===== config.mk =====
export PLATFORM = sky130hd
export DESIGN_NAME = vga_sync_receiver
export DESIGN_NICKNAME = d
export VERILOG_FILES = /design/src/rtl/vga_sync_receiver.sv
export SDC_FILE = /design/constraint.sdc
export NUM_CORES = 1
export LEC_CHECK = 0
export ABC_AREA = 0
export CORE_MARGIN = 4
export CORE_UTILIZATION = 25
export CTS_CLUSTER_DIAMETER = 50
export DETAILED_ROUTE_END_ITERATION = 6
export DONT_BUFFER_PORTS = 1
export SETUP_SLACK_MARGIN = 0.02
export SLEW_MARGIN = 40
export SYNTH_ARGS = -nofsm -noshare
export SYNTH_HDL_FRONTEND = slang
export SYNTH_SLANG_ARGS = --single-unit
export TNS_END_PERCENT = 50

===== constraint.sdc =====
create_clock -name Clk -period 3.2 [get_ports Clk]
set_input_delay 0.16 -clock Clk [delete_from_list [all_inputs] [get_ports Clk]]
set_output_delay 0.16 -clock Clk [all_outputs]
set_load 0.02 [all_outputs]

===== src/rtl/vga_sync_receiver.sv =====
// vga_sync_receiver: recovers pixel/line position from active-low VGA syncs.
//
// Samples hs/vs once per pixel strobe (pix_ce) and free-runs column/line
// counters that are re-aligned on every sync fall. A four-state acquisition
// FSM (SEARCH -> H_ALIGN -> V_ALIGN -> LOCKED) verifies that sync edges keep
// landing where the programmed timing says they should. Any misplaced edge
// pulses hs_err/vs_err and drops back to SEARCH.
//
// Ports:
//   Clk, Reset       clock, asynchronous active-high reset
//   pix_ce           pixel strobe; nothing moves on Clk edges without it
//   hs, vs           active-low syncs from the transmitter
//   RecvX, RecvY     recovered column / line (10 bits each)
//   locked           timing verified (state LOCKED)
//   active           locked and inside the visible window
//   frame_start      one-Clk pulse when a locked frame wraps to (0,0)
//   hs_err, vs_err   one-Clk pulses on a misplaced sync edge
//   frame_count      locked-frame counter (8 bits)
//
// Configuration macro: VGA_RX_FRAME_COUNT_EN. When defined, frame_count
// counts frame_start pulses and clears when lock is lost; otherwise it is
// tied to zero and has no register.

module vga_sync_receiver #(
  parameter int unsigned H_TOTAL      = 800,
  parameter int unsigned H_ACTIVE     = 640,
  parameter int unsigned H_SYNC_START = 656,
  parameter int unsigned H_SYNC_WIDTH = 96,
  parameter int unsigned V_TOTAL      = 525,
  parameter int unsigned V_ACTIVE     = 480,
  parameter int unsigned V_SYNC_START = 490
) (
  input  logic       Clk,
  input  logic       Reset,
  input  logic       pix_ce,
  input  logic       hs,
  input  logic       vs,
  output logic [9:0] RecvX,
  output logic [9:0] RecvY,
  output logic       locked,
  output logic       active,
  output logic       frame_start,
  output logic       hs_err,
  output logic       vs_err,
  output logic [7:0] frame_count
);

  localparam int unsigned CW = 10;

  localparam logic [CW-1:0] X_LAST = CW'(H_TOTAL - 1);
  localparam logic [CW-1:0] Y_LAST = CW'(V_TOTAL - 1);
  localparam logic [CW-1:0] X_SYNC = CW'(H_SYNC_START);
  localparam logic [CW-1:0] X_RISE = CW'(H_SYNC_START + H_SYNC_WIDTH);
  localparam logic [CW-1:0] Y_SYNC = CW'(V_SYNC_START);
  localparam logic [CW-1:0] X_ACT  = CW'(H_ACTIVE);
  localparam logic [CW-1:0] Y_ACT  = CW'(V_ACTIVE);

  typedef enum logic [1:0] {
    SEARCH  = 2'd0,
    H_ALIGN = 2'd1,
    V_ALIGN = 2'd2,
    LOCKED  = 2'd3
  } state_t;

  state_t        state_q;
  state_t        state_nxt;
  logic          hs_q;
  logic          vs_q;
  logic          hs_fall;
  logic          hs_rise;
  logic          vs_fall;
  logic          x_wrap;
  logic [CW-1:0] x_inc;
  logic [CW-1:0] y_inc;
  logic [CW-1:0] x_nxt;
  logic [CW-1:0] y_nxt;
  logic          hs_bad;
  logic          vs_bad;
  logic          lock_nxt;
  logic          act_nxt;
  logic          fs_nxt;

  // Per-strobe next values: edge detect, predicted counters, checks, FSM.
  always_comb begin
    hs_fall   = 1'b0;
    hs_rise   = 1'b0;
    vs_fall   = 1'b0;
    x_wrap    = 1'b0;
    x_inc     = '0;
    y_inc     = '0;
    x_nxt     = '0;
    y_nxt     = '0;
    hs_bad    = 1'b0;
    vs_bad    = 1'b0;
    state_nxt = state_q;
    lock_nxt  = 1'b0;
    act_nxt   = 1'b0;
    fs_nxt    = 1'b0;

    // Current input is the new sample, hs_q/vs_q the previous one.
    hs_fall = hs_q & ~hs;
    hs_rise = ~hs_q & hs;
    vs_fall = vs_q & ~vs;

    // Predicted values: what the counters hold after this strobe's increment.
    x_wrap = (RecvX == X_LAST);
    x_inc  = x_wrap ? '0 : RecvX + CW'(1);
    if (x_wrap) begin
      y_inc = (RecvY == Y_LAST) ? '0 : RecvY + CW'(1);
    end else begin
      y_inc = RecvY;
    end

    // A sync fall re-aligns the counter regardless of whether it was on time.
    x_nxt = hs_fall ? X_SYNC : x_inc;
    y_nxt = vs_fall ? Y_SYNC : y_inc;

    // The rise is checked against the predicted column, i.e. the column being
    // sampled, so a nominal pulse rises exactly H_SYNC_WIDTH after its fall.
    if (state_q != SEARCH) begin
      hs_bad = (hs_fall && (x_inc != X_SYNC)) || (hs_rise && (x_inc != X_RISE));
    end
    if ((state_q == V_ALIGN) || (state_q == LOCKED)) begin
      vs_bad = vs_fall && (y_inc != Y_SYNC);
    end

    if (hs_bad || vs_bad) begin
      state_nxt = SEARCH;
    end else begin
      case (state_q)
        SEARCH:  if (hs_fall) state_nxt = H_ALIGN;
        H_ALIGN: if (vs_fall) state_nxt = V_ALIGN;
        V_ALIGN: if (vs_fall) state_nxt = LOCKED;
        LOCKED:  state_nxt = LOCKED;
        default: state_nxt = SEARCH;
      endcase
    end

    // Status outputs follow the updated state and counters of this strobe.
    lock_nxt = (state_nxt == LOCKED);
    act_nxt  = lock_nxt && (x_nxt < X_ACT) && (y_nxt < Y_ACT);
    fs_nxt   = lock_nxt && (x_nxt == '0) && (y_nxt == '0);
  end

  // State, counters and outputs; pulses clear on every Clk, the rest hold.
  always_ff @(posedge Clk or posedge Reset) begin
    if (Reset) begin
      state_q     <= SEARCH;
      hs_q        <= 1'b1;
      vs_q        <= 1'b1;
      RecvX       <= '0;
      RecvY       <= '0;
      locked      <= 1'b0;
      active      <= 1'b0;
      frame_start <= 1'b0;
      hs_err      <= 1'b0;
      vs_err      <= 1'b0;
    end else begin
      frame_start <= 1'b0;
      hs_err      <= 1'b0;
      vs_err      <= 1'b0;
      if (pix_ce) begin
        state_q     <= state_nxt;
        hs_q        <= hs;
        vs_q        <= vs;
        RecvX       <= x_nxt;
        RecvY       <= y_nxt;
        locked      <= lock_nxt;
        active      <= act_nxt;
        frame_start <= fs_nxt;
        hs_err      <= hs_bad;
        vs_err      <= vs_bad;
      end
    end
  end

`ifdef VGA_RX_FRAME_COUNT_EN
  // Locked-frame counter; wraps naturally at 8 bits, zero whenever unlocked.
  always_ff @(posedge Clk or posedge Reset) begin
    if (Reset) begin
      frame_count <= '0;
    end else if (pix_ce) begin
      if (!lock_nxt) begin
        frame_count <= '0;
      end else if (fs_nxt) begin
        frame_count <= frame_count + 8'(1);
      end
    end
  end
`else
  assign frame_count = '0;
`endif

endmodule


==> impl_metrics.env <==
export IMPL_period_share_pct=87.0
export IMPL_drcViolationCount=0
export IMPL_yosysSeqAreaShare_pct=33.5
export IMPL_max_stage_delay_ps=520
export IMPL_netlist_cell_type_count=56
export IMPL_diodes=0
export IMPL_synthTopCellsByArea="dfrtp_1, o21ai_0, nand2_1"
export IMPL_critPathLaunchType="flop"
export IMPL_hp_start="pix_ce"
export IMPL_wl_per_cell_um=17.1
export IMPL_crit_top_cell="o32ai_1"
export IMPL_netlist_area_um2=2170
export IMPL_slew_limit_headroom_pct=61.0
export IMPL_hpwl_um=4420
export IMPL_worstReg2RegEnd="frame_start$_DFF_PP0_"
export IMPL_hp_class="in2reg"
export IMPL_clockPowerShare_pct=28.3
export IMPL_io_pins=38
export IMPL_synth_most_common_cell="nand2_1"
export IMPL_io_buffer_count=0
export IMPL_total_power_uw=1180
export IMPL_end_kind="flop"
export IMPL_rows=33
export IMPL_p_sw_share_pct=40.1
export IMPL_synth_cells=263
export IMPL_ys_seq_elements=29
export IMPL_htree_levels=2
export IMPL_rrSetupSlack_ps=420
export IMPL_num_vias=1930
export IMPL_grt_overflow_total=0
export IMPL_syn_area_per_cell_um2=8.26
export IMPL_cp_top_family="simple AND/OR/NAND/NOR gates"
export IMPL_arrival_ps=2980
export IMPL_fill_cells=908
export IMPL_met1_usage_pct=17.0
export IMPL_grt_usage_pct=12.5
export IMPL_fp_dieW_um=101
export IMPL_yosys_area_top_type_share_pct=31.1
export IMPL_cts_resized_gates=0
export IMPL_intPower_uw=707
export IMPL_crit_start="RecvX[1]$_DFFE_PP0P_"
export IMPL_cts_setup_buffers=0
export IMPL_area_growth_pct=7.32
export IMPL_drive_gt1_share_pct=10.9
export IMPL_max_cap_viol_count=0
export IMPL_setup_violations=0
export IMPL_crit_buf_inv=0
export IMPL_die_h_um=101
export IMPL_met2_usage_pct=18.6
export IMPL_viasPerCell=5.32
export IMPL_grt_pass1_wl_um=10000
export IMPL_synth_commonest_cells="nand2_1, dfrtp_1, o21ai_0, nor2_1, nand3_1"
export IMPL_yosys_area_top_type="dfrtp_1"
export IMPL_p_leak_uw=0.000892
export IMPL_first_iter_violations=181
export IMPL_power_density_nw_per_um2=507
export IMPL_place_gp_congestion=0.923
export IMPL_p_seq_share_pct=46.2
export IMPL_slew_viol_final=0
export IMPL_drt_wl_total_um=6200
export IMPL_ys_warn_count=0
export IMPL_antenna_found_initial=0
export IMPL_critical_path_max_fanout=7
export IMPL_hold_path_end="RecvY[3]$_DFFE_PP0P_"
export IMPL_grt_max_degree=31
export IMPL_initial_utilization_pct=26.0
export IMPL_cts_tree="built"
export IMPL_first_pass_iters=4
export IMPL_crit_cells=8
export IMPL_required_ps=3400
export IMPL_synth_edff_count=0
export IMPL_crit_slowest_cell="dfrtp_1"
export IMPL_path_class="reg2reg"
export IMPL_die_area_um2=10200
export IMPL_numCtsBuffers=5
export IMPL_reg2reg_from="RecvX[1]$_DFFE_PP0P_"
export IMPL_top_usage_layer="met2"
export IMPL_clk_pin_slew_worst_paths_ps=70
export IMPL_rsz0062_at_grt="false"
export IMPL_async_flop_share_pct=100
export IMPL_hold_viol=0
export IMPL_coreArea_um2=8340
export IMPL_synth_flop_cell="dfrtp_1"
export IMPL_status="completed"
export IMPL_p_comb_share_pct=25.5
export IMPL_period_minus_slack_ps=2780
export IMPL_met3_usage_pct=3.93
export IMPL_grt_pass1_vias=1820
export IMPL_fin_setup_tns_ps=0
export IMPL_peakVddDrop_mv=0.318
export IMPL_clock_skew_ps=8.27
export IMPL_nets=265
export IMPL_ff2ff_path_depth=8
export IMPL_clock_latency_ps=290
export IMPL_clock_path_buffers=2
export IMPL_hold_path_cell_count=1
export IMPL_cp_cell_sequence="ha_1 -> nand4_2 -> xnor2_1 -> o32ai_1 -> o32ai_1 -> nor3_4 -> o2111ai_1 -> nor4b_2"
export IMPL_worstMarginPinSlew_ps=575
export IMPL_max_freq_ghz=0.359
export IMPL_p_switching_uw=474
export IMPL_cts_sinks=29
export IMPL_root_buffer="clkbuf_8"
export IMPL_ant_nets=0
[layer usage]
layer	routed length [µm]	share of wire [%]	vias to the layer above
li1	-	-	923
met1	2700	44	923
met3	503	8.1	15
met2	2870	46	69
met5	0	0	-
met4	130	2.1	0
[cells by family (layout without fill, tap and decap cells)]
group           count (synthesis)  after routing  synth area share, %
simple gates                  110            110                 28.9
compound gates                 62             62                 18.4
buf+inv                        38             26                 8.76
flops                          29             29                 33.5
xor+xnor                       15             15                 6.05
fa+ha+maj                       4              4                 2.19
mux                             4              4                 2.02
other cells                     1              8                0.173
[worst max-delay path by stage]
stage	to	slack, ps
final	frame_start$_DFF_PP0_	420
after global routing	frame_start$_DFF_PP0_	200
after CTS	frame_start$_DFF_PP0_	430
after detailed placement	frame_start$_DFF_PP0_	450
after global placement	frame_start$_DFF_PP0_	570
after floorplan	frame_start$_DFF_PP0_	750
[stage by stage]
stage | setup slack (ps) | util, % | cells | hold WS (ps) | instance area [µm²]
3_3_place_gp | 566 | 26.6 | 353 | 150 | 2210
4_1_cts | 428 | 27.9 | 363 | 5.35 | 2330
5_1_grt | 196 | 27.9 | 363 | 1.89 | 2330
3_5_place_dp | 452 | 26.6 | 353 | 154 | 2210
2_1_floorplan | 755 | - | 270 | 237 | 2200
6_report | 416 | 27.9 | 363 | 17.8 | 2330
[area by class of cell]
cell class                      count  area [µm²]  share of cell area (%)
Clock inverter                      2        13.8                   0.590
Multi-Input combinational cell    203        1280                    54.9
Timing Repair Buffer                6        50.0                    2.15
Inverter                           12        45.0                    1.93
Sequential cell                    29         728                    31.2
Clock buffer                        6        82.6                    3.54
Tap cell                          105         131                    5.64
[registers in the layout, indices dropped and copies added, names as in the netlist]
signal	flops
state_q	2
vs_err	1
hs_q	1
RecvX	10
frame_start	1
locked	1
active	1
RecvY	10
hs_err	1
vs_q	1
[worst reg2reg max path, delay by kind of cell (launching register included)]
kind / cells / cell delay, ps
AOI/OAI and AO/OA: 3 / 720
xor gates and xnor gates: 1 / 230
adders and majority gates: 1 / 350
DFF: 1 / 520
and+or+nand+nor: 3 / 880
[cells in the final DEF, fill, tap and decap left out, drive strengths merged, types with 2 or more instances in the layout]
| cell type | count |
|---|---|
| a21oi | 7 |
| a22o | 2 |
| a31oi | 4 |
| and3 | 7 |
| buf | 4 |
| clkbuf | 6 |
| clkinv | 2 |
| conb | 8 |
| dfrtp | 27 |
| dfstp | 2 |
| dlygate4sd3 | 2 |
| ha | 3 |
| inv | 12 |
| mux2 | 3 |
| nand2 | 32 |
| nand3 | 15 |
| nand4 | 8 |
| nand4b | 2 |
| nor2 | 18 |
| nor2b | 2 |
| nor3 | 9 |
| nor3b | 2 |
| nor4 | 5 |
| nor4b | 3 |
| o21ai | 26 |
| o22ai | 3 |
| o2bb2ai | 3 |
| o31ai | 2 |
| o32ai | 3 |
| o41ai | 2 |
| or2 | 2 |
| xnor2 | 9 |
| xor2 | 6 |
[repair_timing]
action | in CTS | in global routing
setup endpoints to repair | 0 | 0
endpoints found under the hold margin | 33 | 0
hold buffers | 2 | 0
[power groups by stage]
stage          Sequential, µW  Combinational, µW  Clock, µW
2_1_floorplan             510                270          0
3_3_place_gp              552                289          0
3_5_place_dp              554                292          0
4_1_cts                   548                297        343
5_1_grt                   557                334        364
6_report                  546                301        334
No activity file was read; power rests on OpenSTA's default activity.
